**src/rtl/load_pkg.sv**
```systemverilog
// Shared types and byte-lane helpers for the split load unit.
// Lane helpers are written for beats of up to 8 bytes, so they serve both XLEN settings.
package load_pkg;

  typedef enum logic [1:0] {
    SZ_BYTE  = 2'd0,
    SZ_HALF  = 2'd1,
    SZ_WORD  = 2'd2,
    SZ_DWORD = 2'd3
  } load_size_e;

  typedef logic [2:0] load_state_e;

  localparam load_state_e S_IDLE  = 3'd0;
  localparam load_state_e S_REQ0  = 3'd1;
  localparam load_state_e S_WAIT0 = 3'd2;
  localparam load_state_e S_REQ1  = 3'd3;
  localparam load_state_e S_WAIT1 = 3'd4;
  localparam load_state_e S_RESP  = 3'd5;

  // Byte window of the access across two beats.
  // Bits [NB-1:0] are the beat0 strobes and bits [2NB-1:NB] are the beat1 strobes.
  function automatic logic [15:0] byte_window(input logic [2:0] off, input load_size_e size);
    logic [15:0] m;
    m = (16'd1 << (4'd1 << size)) - 16'd1;
    return m << off;
  endfunction

  function automatic logic crosses(input logic [2:0] off, input load_size_e size,
                                   input int unsigned nb);
    return (32'(off) + (32'd1 << size)) > nb;
  endfunction

  // For size 3, 1<<3 wraps to 0 in 3 bits, so the mask becomes 7: exactly the 8-byte rule.
  function automatic logic misaligned(input logic [2:0] off, input load_size_e size);
    return (off & ((3'd1 << size) - 3'd1)) != 3'd0;
  endfunction

endpackage

```
**src/rtl/load_split_unit_if.sv**
```systemverilog
// Request, bus-read and response channels of the split load unit.
interface load_split_unit_if #(
    parameter int XLEN = 32
);
    localparam int NB = XLEN / 8;

    logic            req_valid_i;
    logic            req_ready_o;
    logic [XLEN-1:0] req_addr_i;
    logic [1:0]      req_size_i;
    logic            req_unsigned_i;

    logic            mem_req_valid_o;
    logic            mem_req_ready_i;
    logic [XLEN-1:0] mem_addr_o;
    logic [NB-1:0]   mem_rstrb_o;
    logic            mem_rvalid_i;
    logic [XLEN-1:0] mem_rdata_i;
    logic            mem_err_i;

    logic            rsp_valid_o;
    logic            rsp_ready_i;
    logic [XLEN-1:0] rsp_data_o;
    logic            rsp_misaligned_o;
    logic            rsp_err_o;

    modport slave (
        input  req_valid_i, req_addr_i, req_size_i, req_unsigned_i,
        output req_ready_o,
        output mem_req_valid_o, mem_addr_o, mem_rstrb_o,
        input  mem_req_ready_i, mem_rvalid_i, mem_rdata_i, mem_err_i,
        output rsp_valid_o, rsp_data_o, rsp_misaligned_o, rsp_err_o,
        input  rsp_ready_i
    );

    modport master (
        output req_valid_i, req_addr_i, req_size_i, req_unsigned_i,
        input  req_ready_o,
        input  mem_req_valid_o, mem_addr_o, mem_rstrb_o,
        output mem_req_ready_i, mem_rvalid_i, mem_rdata_i, mem_err_i,
        input  rsp_valid_o, rsp_data_o, rsp_misaligned_o, rsp_err_o,
        output rsp_ready_i
    );

endinterface

```
**src/rtl/load_align.sv**
```systemverilog
// Stitches two beats, shifts the addressed bytes down, then trims and extends them to XLEN.
module load_align
    import load_pkg::*;
#(
    parameter int XLEN = 32
) (
    input  logic [XLEN-1:0]              i_beat0,
    input  logic [XLEN-1:0]              i_beat1,
    input  logic [$clog2(XLEN/8)-1:0]    i_off,
    input  load_size_e                   i_size,
    input  logic                         i_unsigned,
    output logic [XLEN-1:0]              o_data
);

    logic [2*XLEN-1:0] w_sh;
    logic [XLEN-1:0]   w_mask;
    logic              w_msb;

    assign w_sh = {i_beat1, i_beat0} >> {i_off, 3'b000};

    // A dword needs no mask; with XLEN=32 it never reaches here without an error flag.
    always_comb begin
        w_mask = '1;
        w_msb  = w_sh[63];
        case (i_size)
            SZ_BYTE: begin w_mask = XLEN'(8'hFF);         w_msb = w_sh[7];  end
            SZ_HALF: begin w_mask = XLEN'(16'hFFFF);      w_msb = w_sh[15]; end
            SZ_WORD: begin w_mask = XLEN'(32'hFFFF_FFFF); w_msb = w_sh[31]; end
            default: begin w_mask = '1;                   w_msb = w_sh[63]; end
        endcase
    end

    assign o_data = (w_sh[XLEN-1:0] & w_mask) | ({XLEN{w_msb & ~i_unsigned}} & ~w_mask);

endmodule

```
**src/rtl/load_split_unit.sv**
```systemverilog
// Sequential load path: takes one request, issues one or two aligned bus reads,
// then returns the extended result or a trap/error flag on a valid/ready channel.
module load_split_unit
    import load_pkg::*;
#(
    parameter int XLEN               = 32,
    parameter bit SUPPORT_MISALIGNED = 1'b1
) (
    input  logic               clk_i,
    input  logic               rst_ni,
    load_split_unit_if.slave   bus
);

    localparam int NB   = XLEN / 8;
    localparam int OFFW = $clog2(NB);

    load_state_e     r_state;
    logic            r_live;
    logic [XLEN-1:0] r_addr;
    load_size_e      r_size;
    logic            r_unsigned;
    logic [XLEN-1:0] r_beat0;
    logic [XLEN-1:0] r_beat1;
    logic            r_err;
    logic            r_mis;

    logic [OFFW-1:0] w_in_off;
    load_size_e      w_in_size;
    logic            w_in_illegal;
    logic            w_in_mis;
    logic            w_ready;
    logic            w_accept;
    logic [OFFW-1:0] w_off;
    logic [2*NB-1:0] w_win;
    logic            w_cross;
    logic [XLEN-1:0] w_base;
    logic            w_resp;
    logic [XLEN-1:0] w_data;

    assign w_in_off     = bus.req_addr_i[OFFW-1:0];
    assign w_in_size    = load_size_e'(bus.req_size_i);
    assign w_in_illegal = (XLEN == 32) && (w_in_size == SZ_DWORD);
    assign w_in_mis     = misaligned(3'(w_in_off), w_in_size);

    // r_live keeps req_ready_o low while reset is asserted even though the state is IDLE.
    assign w_ready  = r_live && (r_state == S_IDLE);
    assign w_accept = w_ready && bus.req_valid_i;

    assign w_off   = r_addr[OFFW-1:0];
    assign w_win   = (2*NB)'(byte_window(3'(w_off), r_size));
    assign w_cross = crosses(3'(w_off), r_size, NB);
    assign w_base  = {r_addr[XLEN-1:OFFW], {OFFW{1'b0}}};
    assign w_resp  = (r_state == S_RESP);

    load_align #(.XLEN(XLEN)) u_align (
        .i_beat0    (r_beat0),
        .i_beat1    (r_beat1),
        .i_off      (w_off),
        .i_size     (r_size),
        .i_unsigned (r_unsigned),
        .o_data     (w_data)
    );

    assign bus.req_ready_o     = w_ready;
    assign bus.mem_req_valid_o = (r_state == S_REQ0) || (r_state == S_REQ1);

    always_comb begin
        bus.mem_addr_o  = '0;
        bus.mem_rstrb_o = '0;
        case (r_state)
            S_REQ0: begin
                bus.mem_addr_o  = w_base;
                bus.mem_rstrb_o = w_win[NB-1:0];
            end
            S_REQ1: begin
                bus.mem_addr_o  = w_base + XLEN'(NB);
                bus.mem_rstrb_o = w_win[2*NB-1:NB];
            end
            default: ;
        endcase
    end

    assign bus.rsp_valid_o      = w_resp;
    assign bus.rsp_err_o        = w_resp && r_err;
    assign bus.rsp_misaligned_o = w_resp && r_mis;
    assign bus.rsp_data_o       = (w_resp && !r_err && !r_mis) ? w_data : '0;

    always_ff @(posedge clk_i or negedge rst_ni) begin
        if (!rst_ni) begin
            r_state    <= S_IDLE;
            r_live     <= 1'b0;
            r_addr     <= '0;
            r_size     <= SZ_BYTE;
            r_unsigned <= 1'b0;
            r_beat0    <= '0;
            r_beat1    <= '0;
            r_err      <= 1'b0;
            r_mis      <= 1'b0;
        end else begin
            r_live <= 1'b1;
            case (r_state)
                S_IDLE: begin
                    if (w_accept) begin
                        r_addr     <= bus.req_addr_i;
                        r_size     <= w_in_size;
                        r_unsigned <= bus.req_unsigned_i;
                        r_beat0    <= '0;
                        r_beat1    <= '0;
                        r_err      <= w_in_illegal;
                        r_mis      <= 1'b0;
                        if (w_in_illegal) begin
                            r_state <= S_RESP;
                        end else if (w_in_mis && !SUPPORT_MISALIGNED) begin
                            r_mis   <= 1'b1;
                            r_state <= S_RESP;
                        end else begin
                            r_state <= S_REQ0;
                        end
                    end
                end
                S_REQ0: if (bus.mem_req_ready_i) r_state <= S_WAIT0;
                S_WAIT0: begin
                    if (bus.mem_rvalid_i) begin
                        r_beat0 <= bus.mem_rdata_i;
                        // A faulting first beat ends the access; the second beat is never issued.
                        if (bus.mem_err_i) begin
                            r_err   <= 1'b1;
                            r_state <= S_RESP;
                        end else if (w_cross) begin
                            r_state <= S_REQ1;
                        end else begin
                            r_state <= S_RESP;
                        end
                    end
                end
                S_REQ1: if (bus.mem_req_ready_i) r_state <= S_WAIT1;
                S_WAIT1: begin
                    if (bus.mem_rvalid_i) begin
                        r_beat1 <= bus.mem_rdata_i;
                        r_err   <= r_err | bus.mem_err_i;
                        r_state <= S_RESP;
                    end
                end
                S_RESP: if (bus.rsp_ready_i) r_state <= S_IDLE;
                default: r_state <= S_IDLE;
            endcase
        end
    end

endmodule

```
**src/flat_wrapper.sv**
```systemverilog
// flat-port wrapper written by rule: the top's interface ports become plain ports
module load_split_unit_flat import load_pkg::*;
#(
    parameter int XLEN               = 32,
    parameter bit SUPPORT_MISALIGNED = 1'b1
)
  (clk_i, rst_ni, bus_req_valid_i, bus_req_addr_i, bus_req_size_i, bus_req_unsigned_i, bus_req_ready_o, bus_mem_req_valid_o, bus_mem_addr_o, bus_mem_rstrb_o, bus_mem_req_ready_i, bus_mem_rvalid_i, bus_mem_rdata_i, bus_mem_err_i, bus_rsp_valid_o, bus_rsp_data_o, bus_rsp_misaligned_o, bus_rsp_err_o, bus_rsp_ready_i);
  load_split_unit_if #(.XLEN(XLEN)) bus_i ();
  input  logic clk_i;
  input  logic rst_ni;
  input wire logic [$bits(bus_i.req_valid_i)-1:0] bus_req_valid_i;
  input wire logic [$bits(bus_i.req_addr_i)-1:0] bus_req_addr_i;
  input wire logic [$bits(bus_i.req_size_i)-1:0] bus_req_size_i;
  input wire logic [$bits(bus_i.req_unsigned_i)-1:0] bus_req_unsigned_i;
  output wire logic [$bits(bus_i.req_ready_o)-1:0] bus_req_ready_o;
  output wire logic [$bits(bus_i.mem_req_valid_o)-1:0] bus_mem_req_valid_o;
  output wire logic [$bits(bus_i.mem_addr_o)-1:0] bus_mem_addr_o;
  output wire logic [$bits(bus_i.mem_rstrb_o)-1:0] bus_mem_rstrb_o;
  input wire logic [$bits(bus_i.mem_req_ready_i)-1:0] bus_mem_req_ready_i;
  input wire logic [$bits(bus_i.mem_rvalid_i)-1:0] bus_mem_rvalid_i;
  input wire logic [$bits(bus_i.mem_rdata_i)-1:0] bus_mem_rdata_i;
  input wire logic [$bits(bus_i.mem_err_i)-1:0] bus_mem_err_i;
  output wire logic [$bits(bus_i.rsp_valid_o)-1:0] bus_rsp_valid_o;
  output wire logic [$bits(bus_i.rsp_data_o)-1:0] bus_rsp_data_o;
  output wire logic [$bits(bus_i.rsp_misaligned_o)-1:0] bus_rsp_misaligned_o;
  output wire logic [$bits(bus_i.rsp_err_o)-1:0] bus_rsp_err_o;
  input wire logic [$bits(bus_i.rsp_ready_i)-1:0] bus_rsp_ready_i;
  assign bus_i.req_valid_i = bus_req_valid_i;
  assign bus_i.req_addr_i = bus_req_addr_i;
  assign bus_i.req_size_i = bus_req_size_i;
  assign bus_i.req_unsigned_i = bus_req_unsigned_i;
  assign bus_req_ready_o = bus_i.req_ready_o;
  assign bus_mem_req_valid_o = bus_i.mem_req_valid_o;
  assign bus_mem_addr_o = bus_i.mem_addr_o;
  assign bus_mem_rstrb_o = bus_i.mem_rstrb_o;
  assign bus_i.mem_req_ready_i = bus_mem_req_ready_i;
  assign bus_i.mem_rvalid_i = bus_mem_rvalid_i;
  assign bus_i.mem_rdata_i = bus_mem_rdata_i;
  assign bus_i.mem_err_i = bus_mem_err_i;
  assign bus_rsp_valid_o = bus_i.rsp_valid_o;
  assign bus_rsp_data_o = bus_i.rsp_data_o;
  assign bus_rsp_misaligned_o = bus_i.rsp_misaligned_o;
  assign bus_rsp_err_o = bus_i.rsp_err_o;
  assign bus_i.rsp_ready_i = bus_rsp_ready_i;
  load_split_unit #(.XLEN(XLEN), .SUPPORT_MISALIGNED(SUPPORT_MISALIGNED)) u_core (.clk_i(clk_i), .rst_ni(rst_ni), .bus(bus_i));
endmodule
```
**config.mk**
```make
export PLATFORM = sky130hd
export DESIGN_NAME = load_split_unit_flat
export DESIGN_NICKNAME = d
export VERILOG_FILES = /design/src/rtl/load_pkg.sv /design/src/rtl/load_split_unit_if.sv /design/src/rtl/load_align.sv /design/src/rtl/load_split_unit.sv /design/src/flat_wrapper.sv
export SDC_FILE = /design/constraint.sdc
export NUM_CORES = 1
export LEC_CHECK = 0
export ABC_AREA = 1
export CAP_MARGIN = 40
export CORE_ASPECT_RATIO = 1.75
export CORE_MARGIN = 3
export CORE_UTILIZATION = 55
export CTS_BUF_LIST = sky130_fd_sc_hd__clkbuf_4
export CTS_CLUSTER_SIZE = 30
export DETAILED_ROUTE_END_ITERATION = 8
export DONT_BUFFER_PORTS = 1
export GPL_ROUTABILITY_DRIVEN = 1
export PLACE_DENSITY_LB_ADDON = 0.25
export REMOVE_ABC_BUFFERS = 1
export SLEW_MARGIN = 20
export SYNTH_ARGS = -nofsm -noshare
export SYNTH_HDL_FRONTEND = slang
export SYNTH_SLANG_ARGS = --single-unit
```
**constraint.sdc**
```tcl
create_clock -name clk_i -period 2.76 [get_ports clk_i]
set_input_delay 0.69 -clock clk_i [delete_from_list [all_inputs] [get_ports clk_i]]
set_output_delay 0.69 -clock clk_i [all_outputs]
set_load 0.005 [all_outputs]
```
Word level (Yosys, flattened, before mapping)
Index checks and enable logic that the tools add are counted.

Add/sub/neg operators: 3. Magnitude comparators: 1. Eq/ne operators: 15. Shift-type cells: 5. Mux-type cells: 24. Bitwise logic cells: 7. Reduce and logical (&&, ||, !) cells: 16.

Operator list (count): 32-bit one-hot mux with 2 select lines (4); 32-bit two-way mux (3); 32-bit bitwise AND (2); 64-bit by 5-bit right shift with 64-bit output (1); 2-bit by 32-bit adder with 32-bit output (1); 32-bit by 3-bit adder with 32-bit output (second input constant) (1); 32-bit by 3-bit > comparator with 1-bit output (second input constant) (1); 32-bit NOT (1); 32-bit OR (1); 1-bit by 2-bit left shift with 32-bit output (first input constant) (1); 3-bit two-way mux (9); 3-bit one-hot mux with 6 select lines (1); 1-bit by 4-bit left shift with 16-bit output (first input constant) (1); 16-bit by 2-bit left shift with 8-bit output (1); 16-bit by 1-bit subtractor with 16-bit output (second input constant) (1); 2-bit != test (second input constant) (6); 4-bit one-hot mux with 2 select lines (1); 3-bit by 2-bit == test with 1-bit output (second input constant) (2); 3-bit == test (second input constant) (2); 1-bit one-hot mux with 3 select lines (2); 3-bit AND reduction (2); 6-bit AND reduction (1); 5-bit AND reduction (1); 2-bit == test (second input constant) (2); 16 further kinds (23).

Register bits after elaboration: 104. Input bits: 74. Output and inout port bits: 73. Word-level logic and storage cells: 79.

Depth between registers and ports, before layout
Depth after elaboration: 7. Mapped depth: 16.

Hierarchy
A second synthesis with hierarchy kept.

Cells, all modules: 1058. Area, all modules: 7033.0 um^2.

By module, submodules not included: load_split_unit (instances 1, cells an instance 835, area an instance 5990.7 um^2, seq. area each 2602.5 um^2); load_align (instances 1, cells an instance 223, area an instance 1042.2 um^2, seq. area each 0.0 um^2).

Least setup slack after synthesis
Ideal clock, no wire load.

Kind: flip-flop to output port. Start: register u_core.r_size[1]. End: output port bus_rsp_data_o[21]. Data arrival time: 1729 ps. Data required time: 2070 ps. Setup slack: 341 ps. Stages on the path, launching flop included: 10. Buffers on the path: 2. Path through: dfrtp_1 -> buf_2 -> nor2_1 -> clkinv_1 -> ha_1 -> inv_1 -> nand2_1 -> nand2_2 -> buf_2 -> nor2_1.

Cells in the longest elaborated chain, start to end: 6.

Ends and longest elaborated chain: start: declaration (line load_split_unit.sv:20) `load_size_e r_size;`; start signal: assignment (line load_split_unit.sv:105) `r_size <= w_in_size;`; 2-bit == test, or another cell as far along (line load_align.sv:25) `case (i_size)`; 1-bit one-hot mux with 3 select lines / 32-bit one-hot mux with 2 select lines (equally long branches) (line load_align.sv:25); 1-bit bitwise AND / 32-bit NOT (equally long branches) (line load_align.sv:33) `assign o_data = (w_sh[XLEN-1:0] & w_mask) | ({XLEN{w_msb & ~i_unsigned}} & ~w_mask);`; 32-bit bitwise AND (line load_align.sv:33); 32-bit OR (*) (line load_align.sv:33); 32-bit two-way mux (*) (line load_split_unit.sv:86) `assign bus.rsp_data_o = (w_resp && !r_err && !r_mis) ? w_data : '0;`; end: declaration (line flat_wrapper.sv:24) `output wire logic [$bits(bus_i.rsp_data_o)-1:0] bus_rsp_data_o;`.

Every way passes the cells marked *; elsewhere a longest branch is shown, timed or not.

Worst setup path after layout
Start: register u_core.r_addr[0]. End: output port bus_rsp_data_o[23].

Cells in the longest elaborated chain, start to end: 6.

Ends and longest elaborated chain: start: declaration (line load_split_unit.sv:19) `logic [XLEN-1:0] r_addr;`; start signal: assignment (line load_split_unit.sv:104) `r_addr <= bus.req_addr_i;`; 64-bit by 5-bit right shift with 64-bit output (*) (line load_align.sv:19) `assign w_sh = {i_beat1, i_beat0} >> {i_off, 3'b000};`; 1-bit one-hot mux with 3 select lines (line load_align.sv:25); 1-bit bitwise AND (line load_align.sv:33); 32-bit bitwise AND (line load_align.sv:33); 32-bit OR (*) (line load_align.sv:33); 32-bit two-way mux (*) (line load_split_unit.sv:86).

Marks and branches as above.

==> impl_metrics.json <==
{
  "async_flop_share_pct": 100,
  "grt_first_pass_wirelength_mm": 31.4,
  "dieHeight_um": 145,
  "finalCritPeriodShare_pct": 101,
  "start_kind": "flip-flop",
  "outcome": "finished with violations",
  "vias_per_cell": 6.09,
  "worst_pin_slew_ps": 679,
  "clock_skew_ps": 16.1,
  "synth_mux_area_share_pct": 0,
  "dp_hpwl_mm": 14.6,
  "whs_ps": -91.6,
  "violations": "negative hold slack, negative setup slack",
  "ios": 147,
  "cp_max_fo": 8,
  "syn-cell-area_um2": 6060,
  "cts_tree": "yes",
  "grt_pass1_vias": 6320,
  "synth_compound_area_share_pct": 20.2,
  "design.die.area_um2": 12400,
  "p_seq_share_pct": 31.9,
  "timing.fmax_ghz": 0.358,
  "p_switching_w": 0.00409,
  "reg2reg_depth": 11,
  "avgRoutedWirePerCell_um": 20.1,
  "io_buffers": 0,
  "switching_share_pct": 51.6,
  "layout_setup_ws_ps": -34.0,
  "synth-simple-area-share_pct": 25.3,
  "design.core.area_um2": 10800,
  "firstDrtPassIters": 5,
  "synth-edff-count": 0,
  "final-max-slew-violation-count": 0,
  "p_per_area_nw_per_um2": 1080,
  "start_util_pct": 56.3,
  "synth.avg_cell_area_um2": 6.89,
  "synth_xor_area_share_pct": 1.16,
  "drc_errors": 0,
  "hold_viol": 97,
  "numCtsBuffers": 9,
  "n_fill_cell": 910,
  "slew_headroom_pct": 54.6,
  "worstReg2RegEnd": "u_core.r_beat0[24]",
  "synth-adder-area-share_pct": 0.826,
  "ir_worst_vdd_uv": 642,
  "overflow": 0,
  "clk_path_buf_depth": 2,
  "die_w_um": 85.4,
  "pwr-share-comb_pct": 59.4,
  "worst-r2r-setup-slack_ps": 340,
  "rsz0062_at_grt": "true",
  "layout.nets": 991,
  "clock_latency_ps": 450,
  "cp.arrival_ps": 2100,
  "wirelength_mm": 21.1,
  "ys_seq_area_share_pct": 40.0,
  "syn_inst": 880,
  "p_total_w": 0.00792,
  "cap_violations": 0,
  "r2r_start": "u_core.r_state[0]",
  "rows": 50,
  "ys_seq_elements": 97,
  "setup_tns_ps": -63.5,
  "cts_root_buf": "clkbuf_4",
  "startpoint": "u_core.r_addr[0]",
  "ys_warn_count": 0,
  "antenna_left": 0,
  "synth_cell_types": 35,
  "critPathKind": "reg -> out",
  "path_clk_slew_ps": 150,
  "synth_top_family_by_area": "simple AND/OR/NAND/NOR gates",
  "clock_sinks": 97,
  "grt_max_degree": 98,
  "ys.flop_type": "dfrtp_1",
  "internal_power_w": 0.00384,
  "vias": 6391,
  "setup_violations": 5,
  "grt_use_total_pct": 32.5,
  "hp-class": "in -> async",
  "p_leak_nw": 3.21,
  "min_period_ps": 2790,
  "place.gp.congestion": 0.924,
  "drive_gt1_share_pct": 22.8,
  "clockPowerShare_pct": 8.7,
  "drt_iter0_drc": 485,
  "area_growth_pct": 21.3,
  "worst_setup_path_end_kind": "output port",
  "antenna_found_initial": 1,
  "htreeDepth": 3,
  "cp.required_ps": 2070
}
## worst max-delay path, cell delays in order (launching register included)
cell and delay (ps):
dfrtp_2 480, buf_6 130, nand2_1 100, nand3_2 110, nand3_1 70, nand2_1 80
inv_1 40, nand2_1 70, nand3_2 120, nand2_4 160, nand2_8 150, nor2_4 150
## cells in the final DEF, fill, tap and decap left out, types with 3 or more instances in the layout
| master | n |
|---|---|
| nor2_2 | 10 |
| inv_2 | 9 |
| buf_6 | 7 |
| a221oi_2 | 6 |
| o22ai_1 | 27 |
| dfrtp_1 | 86 |
| nor2_4 | 32 |
| conb_1 | 4 |
| buf_4 | 52 |
| nor2_1 | 39 |
| o21ai_2 | 4 |
| clkbuf_4 | 11 |
| xor2_1 | 7 |
| o221ai_1 | 16 |
| nand2_1 | 180 |
| a31oi_1 | 9 |
| nand3_1 | 47 |
| nand2_2 | 8 |
| nand2_8 | 4 |
| nand2_4 | 7 |
| clkinvlp_4 | 4 |
| nand3_2 | 11 |
| nor3_1 | 12 |
| a21oi_1 | 18 |
| dfrtp_2 | 11 |
| inv_1 | 130 |
| o21ai_0 | 100 |
| nor3_4 | 3 |
| nor3_2 | 6 |
| o21ai_1 | 21 |
| a21oi_2 | 9 |
| nand4_1 | 5 |
## layer usage
metal | up-vias | GRT usage [%] | share of wire, %
met4 | 0 | 15.5 | 4.1
li1 | 2953 | - | -
met5 | - | 0 | 0
met1 | 3091 | 33.8 | 35
met2 | 283 | 61.4 | 54
met3 | 64 | 6.63 | 6.2
## how the worst max path moves through the flow
stage	cells past startpoint	slack (ps)	end
6_report	11	-30	bus_rsp_data_o[23]
5_1_grt	11	-140	bus_rsp_data_o[23]
4_1_cts	8	-30	bus_mem_addr_o[24]
3_5_place_dp	6	130	bus_rsp_data_o[20]
3_3_place_gp	8	200	bus_mem_addr_o[24]
2_1_floorplan	7	-170	u_core.r_beat0[16]
## through the flow
step	hold slack [ps]	std cells	setup slack (ps)	utilization (%)	instance area, um^2
after floorplan	394	837	-166	-	5850
after CTS	-121	1024	-28.2	62.5	6720
final	-91.6	1049	-34.0	68.3	7350
after global routing	-127	1049	-142	68.3	7350
after global placement	396	999	195	58.1	6250
after detailed placement	397	1000	130	58.4	6280
## logic make-up (layout without fill, tap and decap cells)
group	after synthesis	in the layout
compound gates	215	215
xor+xnor	8	8
fa+ha+maj	4	4
buf+inv	186	221
flops	97	97
other cells	2	5
simple gates	368	369
## registers in the layout, indices dropped and copies added (netlist names)
name,cells
u_core.r_addr,32
u_core.r_beat0,32
u_core.r_beat1,25
u_core.r_state,3
u_core.r_size,2
u_core.r_err,1
u_core.r_live,1
u_core.r_unsigned,1
## Yosys cell counts, types with 5 or more instances
library cell | n | area, um^2
a21oi_1 | 27 | 135
a221oi_1 | 6 | 52.6
a31oi_1 | 9 | 56.3
buf_2 | 6 | 30.0
buf_4 | 6 | 45.0
clkbuf_1 | 27 | 101
dfrtp_1 | 97 | 2430
inv_1 | 136 | 510
nand2_1 | 197 | 739
nand3_1 | 59 | 295
nand4_1 | 5 | 31.3
nor2_1 | 78 | 293
nor3_1 | 21 | 105
o21ai_0 | 122 | 611
o221ai_1 | 16 | 140
o22ai_1 | 28 | 175
xor2_1 | 7 | 61.3
## power groups by stage
stage / registers, W / clock network, W / logic [W]
global route: 0.00259 / 0.000745 / 0.00515
CTS: 0.00246 / 0.000707 / 0.00385
finish: 0.00253 / 0.000687 / 0.00471
floorplan: 0.00241 / 0 / 0.00225
detailed placement: 0.00249 / 0 / 0.00347
global placement: 0.00247 / 0 / 0.00335
## final cells by class
cell class	count	area, um^2	area share, %
clock buffers	11	82.6	1.12
well taps	130	163	2.21
clock inverters	5	32.5	0.442
repair buffers	64	557	7.57
flip-flops and latches	97	2440	33.2
multi-input cells	600	3540	48.1
diodes	1	2.50	0.0340
inverters	141	538	7.32
## timing repair
action,CTS,global route
hold endpoints to repair,97,97
pin swaps,4,16
gates resized for setup,76,129
cloned,1,0
endpoints found under the setup margin,46,55
setup buffers,7,24
Note: power is estimated with default switching activity, not from simulation.
